**config.mk**
```make
export PLATFORM = sky130hd
export DESIGN_NAME = reg_bank_writer_flat
export DESIGN_NICKNAME = d
export VERILOG_FILES = /design/src/rtl/reg_bank_writer_if.sv /design/src/rtl/reg_bank_writer.sv /design/src/flat_wrapper.sv
export SDC_FILE = /design/constraint.sdc
export NUM_CORES = 1
export LEC_CHECK = 0
export CELL_PAD_IN_SITES_DETAIL_PLACEMENT = 0
export CELL_PAD_IN_SITES_GLOBAL_PLACEMENT = 1
export CORE_AREA = 2 2 428 430
export DETAILED_ROUTE_END_ITERATION = 8
export DIE_AREA = 0 0 430 432
export GPL_TIMING_DRIVEN = 0
export PLACE_DENSITY = 0.45
export SLEW_MARGIN = 30
export SYNTH_ARGS = -nofsm -noshare
export SYNTH_HDL_FRONTEND = slang
export SYNTH_SLANG_ARGS = --single-unit
```
**constraint.sdc**
```tcl
create_clock -name clk -period 8.9 [get_ports clk]
set_input_delay 2.67 -clock clk [delete_from_list [all_inputs] [get_ports clk]]
set_output_delay 2.67 -clock clk [all_outputs]
set_load 0.005 [all_outputs]
```
**src/rtl/reg_bank_writer_if.sv**
```systemverilog
// -----------------------------------------------------------------------------
// reg_bank_writer_if
// Write-request channel into the register bank: a valid/ready handshake that
// carries a 5-bit word index and a Q-bit data word.
//
// Signals:
//   wr_valid  master -> slave  write request present
//   wr_ready  slave  -> master bank can accept a write this cycle
//   wr_addr   master -> slave  destination word index 0..31
//   wr_data   master -> slave  Q-bit data to store
// -----------------------------------------------------------------------------
interface reg_bank_writer_if #(
  parameter int Q = 32
) ();
  logic         wr_valid;
  logic         wr_ready;
  logic [4:0]   wr_addr;
  logic [Q-1:0] wr_data;

  modport master (
    output wr_valid,
    output wr_addr,
    output wr_data,
    input  wr_ready
  );

  modport slave (
    input  wr_valid,
    input  wr_addr,
    input  wr_data,
    output wr_ready
  );
endinterface

```
**src/rtl/reg_bank_writer.sv**
```systemverilog
// -----------------------------------------------------------------------------
// reg_bank_writer
// Write side of a 32-word register bank. Accepted writes update one word and
// pulse a one-hot write-enable for one cycle; a clear command sweeps the bank
// to zero one word per cycle while the write channel is held off.
//
// Ports:
//   clk        rising-edge clock
//   rst        synchronous active-high reset (zeros the whole bank at once)
//   wr         write channel (reg_bank_writer_if.slave)
//   clr        single-cycle pulse, starts or restarts the clear sweep
//   busy       high while the clear sweep runs
//   we_onehot  registered one-hot index of the write accepted on the last edge
//   bank       all 32 words flattened, word k on bank[k*Q +: Q]
//
// Build option:
//   ZERO_REG_EN  when defined, word 0 is hard zero; writes to address 0 still
//                complete the handshake and pulse we_onehot[0] but are dropped.
// -----------------------------------------------------------------------------
module reg_bank_writer #(
  parameter int Q = 32
) (
  input  logic              clk,
  input  logic              rst,
  reg_bank_writer_if.slave  wr,
  input  logic              clr,
  output logic              busy,
  output logic [31:0]       we_onehot,
  output logic [32*Q-1:0]   bank
);

  typedef enum logic [0:0] {
    ST_IDLE  = 1'b0,
    ST_CLEAR = 1'b1
  } state_t;

  state_t       state_r;
  state_t       state_nxt_s;
  logic [4:0]   idx_r;
  logic [Q-1:0] word_r [32];
  logic [31:0]  we_onehot_r;
  logic         busy_s;
  logic         wr_ready_s;
  logic         accept_s;
  logic         store_s;

  // 5-bit index to 32-bit one-hot enable
  function automatic logic [31:0] onehot_decode(input logic [4:0] addr);
    onehot_decode = 32'd1 << addr;
  endfunction

  // State register
  always_ff @(posedge clk) begin
    if (rst) begin
      state_r <= ST_IDLE;
    end else begin
      state_r <= state_nxt_s;
    end
  end

  // Next-state logic: clr always (re)enters CLEAR; the sweep ends after idx 31
  always_comb begin
    state_nxt_s = state_r;
    case (state_r)
      ST_IDLE: begin
        if (clr) begin
          state_nxt_s = ST_CLEAR;
        end else begin
          state_nxt_s = ST_IDLE;
        end
      end
      ST_CLEAR: begin
        if (clr) begin
          state_nxt_s = ST_CLEAR;
        end else if (idx_r == 5'd31) begin
          state_nxt_s = ST_IDLE;
        end else begin
          state_nxt_s = ST_CLEAR;
        end
      end
      default: begin
        state_nxt_s = ST_IDLE;
      end
    endcase
  end

  // FSM outputs; ready depends only on state, clr and rst, never on wr_valid
  always_comb begin
    busy_s     = 1'b0;
    wr_ready_s = 1'b0;
    case (state_r)
      ST_IDLE: begin
        busy_s     = 1'b0;
        wr_ready_s = ~clr & ~rst;
      end
      ST_CLEAR: begin
        busy_s     = 1'b1;
        wr_ready_s = 1'b0;
      end
      default: begin
        busy_s     = 1'b0;
        wr_ready_s = 1'b0;
      end
    endcase
  end

  assign accept_s    = wr.wr_valid & wr_ready_s;
  assign wr.wr_ready = wr_ready_s;
  assign busy        = busy_s;
  assign we_onehot   = we_onehot_r;

  // Decide whether an accepted write actually lands in storage
  always_comb begin
    store_s = 1'b0;
`ifdef ZERO_REG_EN
    if (accept_s && (wr.wr_addr != 5'd0)) begin
      store_s = 1'b1;
    end else begin
      store_s = 1'b0;
    end
`else
    if (accept_s) begin
      store_s = 1'b1;
    end else begin
      store_s = 1'b0;
    end
`endif
  end

  // Sweep index: clr restarts at 0, otherwise advances once per CLEAR cycle
  always_ff @(posedge clk) begin
    if (rst) begin
      idx_r <= 5'd0;
    end else if (clr) begin
      idx_r <= 5'd0;
    end else if (state_r == ST_CLEAR) begin
      idx_r <= idx_r + 5'd1;
    end else begin
      idx_r <= idx_r;
    end
  end

  // Storage: reset zeros everything at once; the sweep clears word[idx]
  always_ff @(posedge clk) begin
    if (rst) begin
      for (int k = 0; k < 32; k++) begin
        word_r[k] <= {Q{1'b0}};
      end
    end else if (state_r == ST_CLEAR) begin
      word_r[idx_r] <= {Q{1'b0}};
    end else if (store_s) begin
      word_r[wr.wr_addr] <= wr.wr_data;
    end else begin
      word_r[0] <= word_r[0];
    end
  end

  // Write-enable pulse, high for exactly the cycle after an accepted write
  always_ff @(posedge clk) begin
    if (rst) begin
      we_onehot_r <= 32'd0;
    end else if (accept_s) begin
      we_onehot_r <= onehot_decode(wr.wr_addr);
    end else begin
      we_onehot_r <= 32'd0;
    end
  end

  // Flatten the words onto the read-side bus
  for (genvar g = 0; g < 32; g++) begin : g_bank
    assign bank[g*Q +: Q] = word_r[g];
  end

endmodule

```
**src/flat_wrapper.sv**
```systemverilog
// flat-port wrapper written by rule: the top's interface ports become plain ports
module reg_bank_writer_flat 
#(
  parameter int Q = 32
)
  (clk, rst, clr, busy, we_onehot, bank, wr_wr_valid, wr_wr_addr, wr_wr_data, wr_wr_ready);
  reg_bank_writer_if #(.Q(Q)) wr_i ();
  input  logic clk;
  input  logic rst;
  input  logic clr;
  output logic busy;
  output logic [31:0] we_onehot;
  output logic [32*Q-1:0] bank;
  input wire logic [$bits(wr_i.wr_valid)-1:0] wr_wr_valid;
  input wire logic [$bits(wr_i.wr_addr)-1:0] wr_wr_addr;
  input wire logic [$bits(wr_i.wr_data)-1:0] wr_wr_data;
  output wire logic [$bits(wr_i.wr_ready)-1:0] wr_wr_ready;
  assign wr_i.wr_valid = wr_wr_valid;
  assign wr_i.wr_addr = wr_wr_addr;
  assign wr_i.wr_data = wr_wr_data;
  assign wr_wr_ready = wr_i.wr_ready;
  reg_bank_writer #(.Q(Q)) u_core (.clk(clk), .rst(rst), .wr(wr_i), .clr(clr), .busy(busy), .we_onehot(we_onehot), .bank(bank));
endmodule
```
==> results of run 1 <==
## state kept, by name (all words and copies together), names as in the netlist
name              cells
u_core.word_r      1024
u_core.we_onehot     32
u_core.idx_r          5
u_core.state_r        1
## worst max-delay path: cells and delay by family
kind / cells / cell delay [ns]
and+or+nand+nor: 2 / 0.28
buffers and inverters: 4 / 2.01
## placed cells by master, fill, tap and decap left out, types with 7 or more instances in the layout
| cell | count |
|---|---|
| clkdlybuf4s50_1 | 1096 |
| edfxtp_1 | 1024 |
| nor2_1 | 939 |
| clkbuf_16 | 141 |
| clkbuf_1 | 134 |
| buf_2 | 85 |
| nor3_2 | 63 |
| nor3_1 | 57 |
| nand2_1 | 43 |
| dfxtp_1 | 38 |
| clkinv_1 | 28 |
| clkbuf_2 | 27 |
| nor2_2 | 27 |
| buf_6 | 25 |
| nand2b_4 | 23 |
| buf_16 | 14 |
| diode_2 | 12 |
| nand2b_1 | 12 |
| o21ai_2 | 12 |
| clkinv_2 | 11 |
| nor4_1 | 8 |
| bufinv_16 | 8 |
| nand4_2 | 7 |
## per-layer routing
metal / GRT usage / vias up / share of wire
met5: 0 / - / 0
met4: 0.0719 / 0 / 0.032
met3: 0.0666 / 222 / 0.075
met2: 0.365 / 961 / 0.52
met1: 0.225 / 13400 / 0.37
li1: - / 11500 / -
## final cells by class
| cell class | instances | area [sq um] |
|---|---|---|
| clock inverters | 61 | 567 |
| well taps | 2385 | 2980 |
| clock buffers | 180 | 3680 |
| plain buffers | 232 | 1190 |
| diodes | 12 | 30.0 |
| multi-input cells | 1268 | 6270 |
| flip-flops and latches | 1062 | 31500 |
| fillers | 18200 | 124000 |
| inverters | 4 | 15.0 |
| repair buffers | 1120 | 11500 |
## worst paths after layout
| kind | slack (ns) | end | cells after the start | from |
|---|---|---|---|---|
| hold reg to reg | 0.62 | u_core.idx_r[1]$_SDFFE_PP0P_ | 3 | u_core.idx_r[1]$_SDFFE_PP0P_ |
| hold / removal | 0.62 | u_core.idx_r[1]$_SDFFE_PP0P_ | 3 | u_core.idx_r[1]$_SDFFE_PP0P_ |
| setup / recovery | 1.26 | wr_wr_ready | 6 | rst |
| setup reg to reg | 5.33 | u_core.word_r[8][21]$_SDFFCE_PN0P_ | 6 | u_core.state_r$_SDFF_PP0_ |
## through the flow
| step | hold WS [ns] | setup slack, ns |
|---|---|---|
| global route | 0.645 | 1.14 |
| floorplan | 0.571 | 2.87 |
| detailed placement | 0.610 | 1.16 |
| global placement | 0.592 | 0.208 |
| finish | 0.621 | 1.26 |
| CTS | 0.628 | 1.15 |
## kinds of logic after synthesis
kind of cell / share of synthesized area
adders and majority gates: 0.000648
AOI/OAI and AO/OA: 0.00793
and+or+nand+nor: 0.143
muxes: 0.00256
buffers and inverters: 0.0302
DFF: 0.815
xor gates and xnor gates: 0.000453
## where the power goes
group / switching (mW) / total (mW) / leakage [nW] / internal (mW)
Combinational: 0.450 / 0.802 / 5.99 / 0.352
Clock: 2.25 / 5.40 / 2.07 / 3.15
Sequential: 0.0563 / 5.69 / 10.9 / 5.64
Total: 2.76 / 11.9 / 18.9 / 9.14
==> out/summary.txt, run 1 <==
Synth cell types - 47
Mapped Avg Cell Area - 15.1 sq um
Slowest-stage cell, CP - clkdlybuf4s50_1
leading area contributor after synthesis - edfxtp_1
gr ovfl total - 0
crit path launch type - input port
Starting Density - 0.213
Die Height - 432 um
clock buffer depth - 3
Worst EP arrival - 4.97 ns
Tightest Hold Check Type - flip-flop to flip-flop
Total Power - 11.9 mW
Layout Utilization - 0.318
first-pass GRT wire length - 252000 um
post-route cell area - 57700 sq um
LEAKAGE - 18.9 nW
critical path class - input port to output port
Worst Skew - 0.0236 ns
cell count after synthesis - 2566
number of port buffers - 1096
Final Hold Vio Count - 0
Post-synth EDFFs - 1024
top-count cell post-synth - edfxtp_1
post-cts resize count - 0
sequential area share after synthesis - 0.815
IO Count - 1099
#FFs+latches synth - 1062
H-Tree Depth - 4
initial antenna violation count - 21
drt first pass iters - 5
Post-DRT Antenna Nets - 0
CTS tree - built
TritonCTS Buffers - 133
vias in the first global route - 26000
Pwr Density - 206 nW/um^2
Routed WL - 194000 um
DRC Markers - 0
top_reg_cell synth - edfxtp_1
Crit Path Max Fanout - 10
top cells by area, synth - edfxtp_1 80%, nor2_1 9.1%, dfxtp_1 2.0%, nor3_2 1.6%, clkbuf_1 1.2%
Final #Nets - 3864
largest net degree at the start of global routing - 33
highest clock rate - 131 MHz
die width - 430 um
post-detail-place hpwl - 144000 um
Inst Count DP - 6071
VDD IR max - 175 uV
drt first-iter violations - 1803
top post-synthesis cells by count - 1024 x edfxtp_1, 939 x nor2_1, 123 x clkbuf_1, 82 x buf_2, 63 x nor3_2
core area - 182000 sq um
final cell count without fillers - 6324
Routability Congestion - 0.812
routed vias/inst - 4.11
Rel. slew slack - 0.325
clk slew on worst S/H paths - 0.07 ns
cell row count - 157
Area growth, synth to finish - 49.4%
syn nets - 2609
crit-path cells - clkdlybuf4s50_1 > clkbuf_1 > or2_2 > clkbuf_1 > nor2_1 > clkdlybuf4s50_1
WL/cell - 30.8 um
cell area after placement - 53500 sq um
Period Utilization, post-route - 0.858
max incr delay on CP - 0.63 ns
area share of the largest cell type after synthesis - 0.796
Final Max Tran Viols - 0
Setup-failing EPs final - 0
layout cells sized above 1 - 0.127
setup tns final - 0 ns
worst skew pair latency - 0.77 ns
Total GRT Usage - 0.204
crit end category - output port
actual slew at the worst max-slew pin - 1.01 ns
Cell Area, Synth - 38600 sq um
status - finished clean
post-route minimum period - 7.64 ns
unrepaired setup endpoints after global routing - no
Via Count - 26000
ys async rst share - 0
MaxCap Viol Count - 0
Worst EP required - 6.23 ns
Clock Sinks - 1062
Die Area - 186000 sq um
Yosys warnings - 0
Setup Fix Bufs, Post-CTS - 0
clk root buf - clkbuf_16
CTS Hold Buffers Added - 0
Note: power is estimated with default switching activity, not from simulation.
==> run 2: changes to the inputs <==
Settings changed: CELL_PAD_IN_SITES_DETAIL_PLACEMENT 0 to 1, CORE_AREA 2 2 428 430 to 2 2 424 426, DIE_AREA 0 0 430 432 to 0 0 426 428, PLACE_DENSITY 0.45 to 0.46.
==> out/summary.txt, run 2 (synthesis results as in run 1) <==
status - finished clean
share of power burned in the clock network - 0.442 (-0.012)
sequential power share - 0.489 (+0.010)
Crit Path Max Fanout - 10 (unchanged)
MaxCap Viol Count - 0 (unchanged)
layout cells sized above 1 - 0.125 (-0.00223)
Tightest Hold Check Type - flip-flop to flip-flop
LEAKAGE - 18.8 nW (-0.92%)
drt first pass iters - 5 (unchanged)
most common cell after layout, fill and taps aside - clkdlybuf4s50_1
Total Power - 11.6 mW (-2.2%)
leading cell types in the layout, fill and taps excluded - 1096 x clkdlybuf4s50_1, 1024 x edfxtp_1, 939 x nor2_1, 136 x clkbuf_16, 132 x clkbuf_1
CTS Hold Buffers Added - 0 (unchanged)
Period Utilization, post-route - 0.878 (+0.0195)
Final Max Tran Viols - 0 (unchanged)
post-cts resize count - 0 (unchanged)
clock buffer depth - 3 (unchanged)
crit end category - output port
IO Count - 1099 (unchanged)
CTS tree - built
Slowest-stage cell, CP - clkbuf_1
unrepaired setup endpoints after global routing - no
cell row count - 155 (-1.3%)
vias in the first global route - 26700 (+3.1%)
crit path launch type - input port
worst skew pair latency - 0.80 ns (+0.03 ns)
Final #Nets - 3858 (-0.16%)
first-pass GRT wire length - 257000 um (+2.0%)
critical path class - input port to output port
Rel. slew slack - 0.306 (-0.0191)
highest clock rate - 128 MHz (-2.2%)
actual slew at the worst max-slew pin - 1.04 ns (+0.0287 ns)
sw frac - 0.235 (+0.00275)
WL/cell - 31.6 um (+2.6%)
drt first-iter violations - 1676 (-7.0%)
Total GRT Usage - 0.212 (+0.00852)
P_int - 8.91 mW (-2.5%)
Starting Density - 0.218 (+0.00486)
switching power total - 2.73 mW (-1.0%)
Die Area - 182000 sq um (-1.8%)
Worst EP arrival - 5.14 ns (+0.17 ns)
Worst path top cell family by delay - buffers and inverters
Routed WL - 198000 um (+2.0%)
crit-path cells - clkdlybuf4s50_1 > clkbuf_1 > or2_2 > clkbuf_1 > nor2_1 > clkdlybuf4s50_1
Final Hold Vio Count - 0 (unchanged)
Via Count - 26300 (+1.1%)
Worst EP required - 6.23 ns (about the same)
post-route minimum period - 7.81 ns (+0.174 ns)
max reg flops - 1024 (unchanged)
Pwr Density - 203 nW/um^2 (-1.4%)
initial antenna violation count - 21 (unchanged)
Top reg by flops - u_core.word_r
number of port buffers - 1096 (unchanged)
clk root buf - clkbuf_16
Worst Path Buf+Inv - 4 (unchanged)
DRC Markers - 0 (unchanged)
Die Height - 428 um (-0.93%)
H-Tree Depth - 4 (unchanged)
Setup Fix Bufs, Post-CTS - 0 (unchanged)
Logic pwr share - 0.069 (+0.002)
Worst Skew - 0.0303 ns (+0.00673 ns)
max incr delay on CP - 0.71 ns (+0.08 ns)
Post-DRT Antenna Nets - 0 (unchanged)
core area - 178000 sq um (-2.2%)
die width - 426 um (-0.93%)
Clock Sinks - 1062 (unchanged)
Routability Congestion - 0.805 (-0.90%)
post-detail-place hpwl - 146000 um (+1.6%)
routed vias/inst - 4.19 (+1.8%)
gr ovfl total - 0 (unchanged)
VDD IR max - 187 uV (+6.8%)
TritonCTS Buffers - 133 (unchanged)
Setup-failing EPs final - 0 (unchanged)
Area growth, synth to finish - 48.2%
clk slew on worst S/H paths - 0.05 ns (-0.02 ns)
setup tns final - 0 ns (unchanged)
largest net degree at the start of global routing - 33 (unchanged)
## run 2: changes by cell type in the layout (fill, tap and decap cells not counted), sizes merged
cell,delta
inv,-2
buf,-6
clkinv,+8
diode,-2
clkbuf,-6
bufinv,-4
## run 2: cell type report
cell class / count / area [sq um]
Timing Repair Buffer: 1114 / 11300
Tap cell: 2355 / 2950
Clock buffer: 174 / 3550
Multi-Input combinational cell: 1268 / 6280
Antenna cell: 10 / 25.0
Fill cell: 18900 / 120000
Sequential cell: 1062 / 31500
Clock inverter: 63 / 455
Inverter: 4 / 15.0
Buffer: 232 / 1190
## run 2: through the flow
step	instance area (sq um)	hold slack [ns]	utilization	instances	worst slack, ns
final	57300	0.630	0.322	6282	1.09
after CTS	57300	0.644	0.322	6272	0.966
after floorplan	38600	0.571	-	2566	2.87
after global routing	57300	0.668	0.322	6279	0.838
after global placement	52600	0.585	0.296	6017	0.171
after detailed placement	53300	0.632	0.300	6035	0.977
## run 2: power by group through the flow
| stage | sequential (mW) | combinational (mW) | clock [mW] |
|---|---|---|---|
| floorplan | 5.82 | 0.152 | 0 |
| global placement | 5.81 | 0.797 | 0 |
| detailed placement | 5.80 | 0.824 | 0 |
| CTS | 5.70 | 0.827 | 5.27 |
| global route | 5.71 | 0.836 | 5.44 |
| finish | 5.70 | 0.798 | 5.15 |
## run 2: worst reg2reg max path, delay by kind of cell, from the launching register on
family | cells | cell delay, ns
flip-flops | 1 | 0.40
AND/OR/NAND/NOR | 3 | 1.95
multiplexers | 1 | 0.52
buffers and inverters | 1 | 0.38
## run 2: metal layers
| metal | track usage | vias to the layer above | routed length [um] |
|---|---|---|---|
| li1 | - | 11400 | - |
| met3 | 0.0640 | 234 | 14100 |
| met2 | 0.380 | 952 | 103000 |
| met4 | 0.0763 | 0 | 6670 |
| met1 | 0.236 | 13700 | 74100 |
| met5 | 0 | - | 0 |
## run 2: final timing paths
| path | from | to | slack, ns | cells after the start |
|---|---|---|---|---|
| max | rst | wr_wr_ready | 1.09 | 6 |
| min | u_core.idx_r[1]$_SDFFE_PP0P_ | u_core.idx_r[1]$_SDFFE_PP0P_ | 0.63 | 3 |
| max reg2reg | u_core.state_r$_SDFF_PP0_ | u_core.word_r[8][27]$_SDFFCE_PN0P_ | 5.23 | 5 |
| min reg2reg | u_core.idx_r[1]$_SDFFE_PP0P_ | u_core.idx_r[1]$_SDFFE_PP0P_ | 0.63 | 3 |
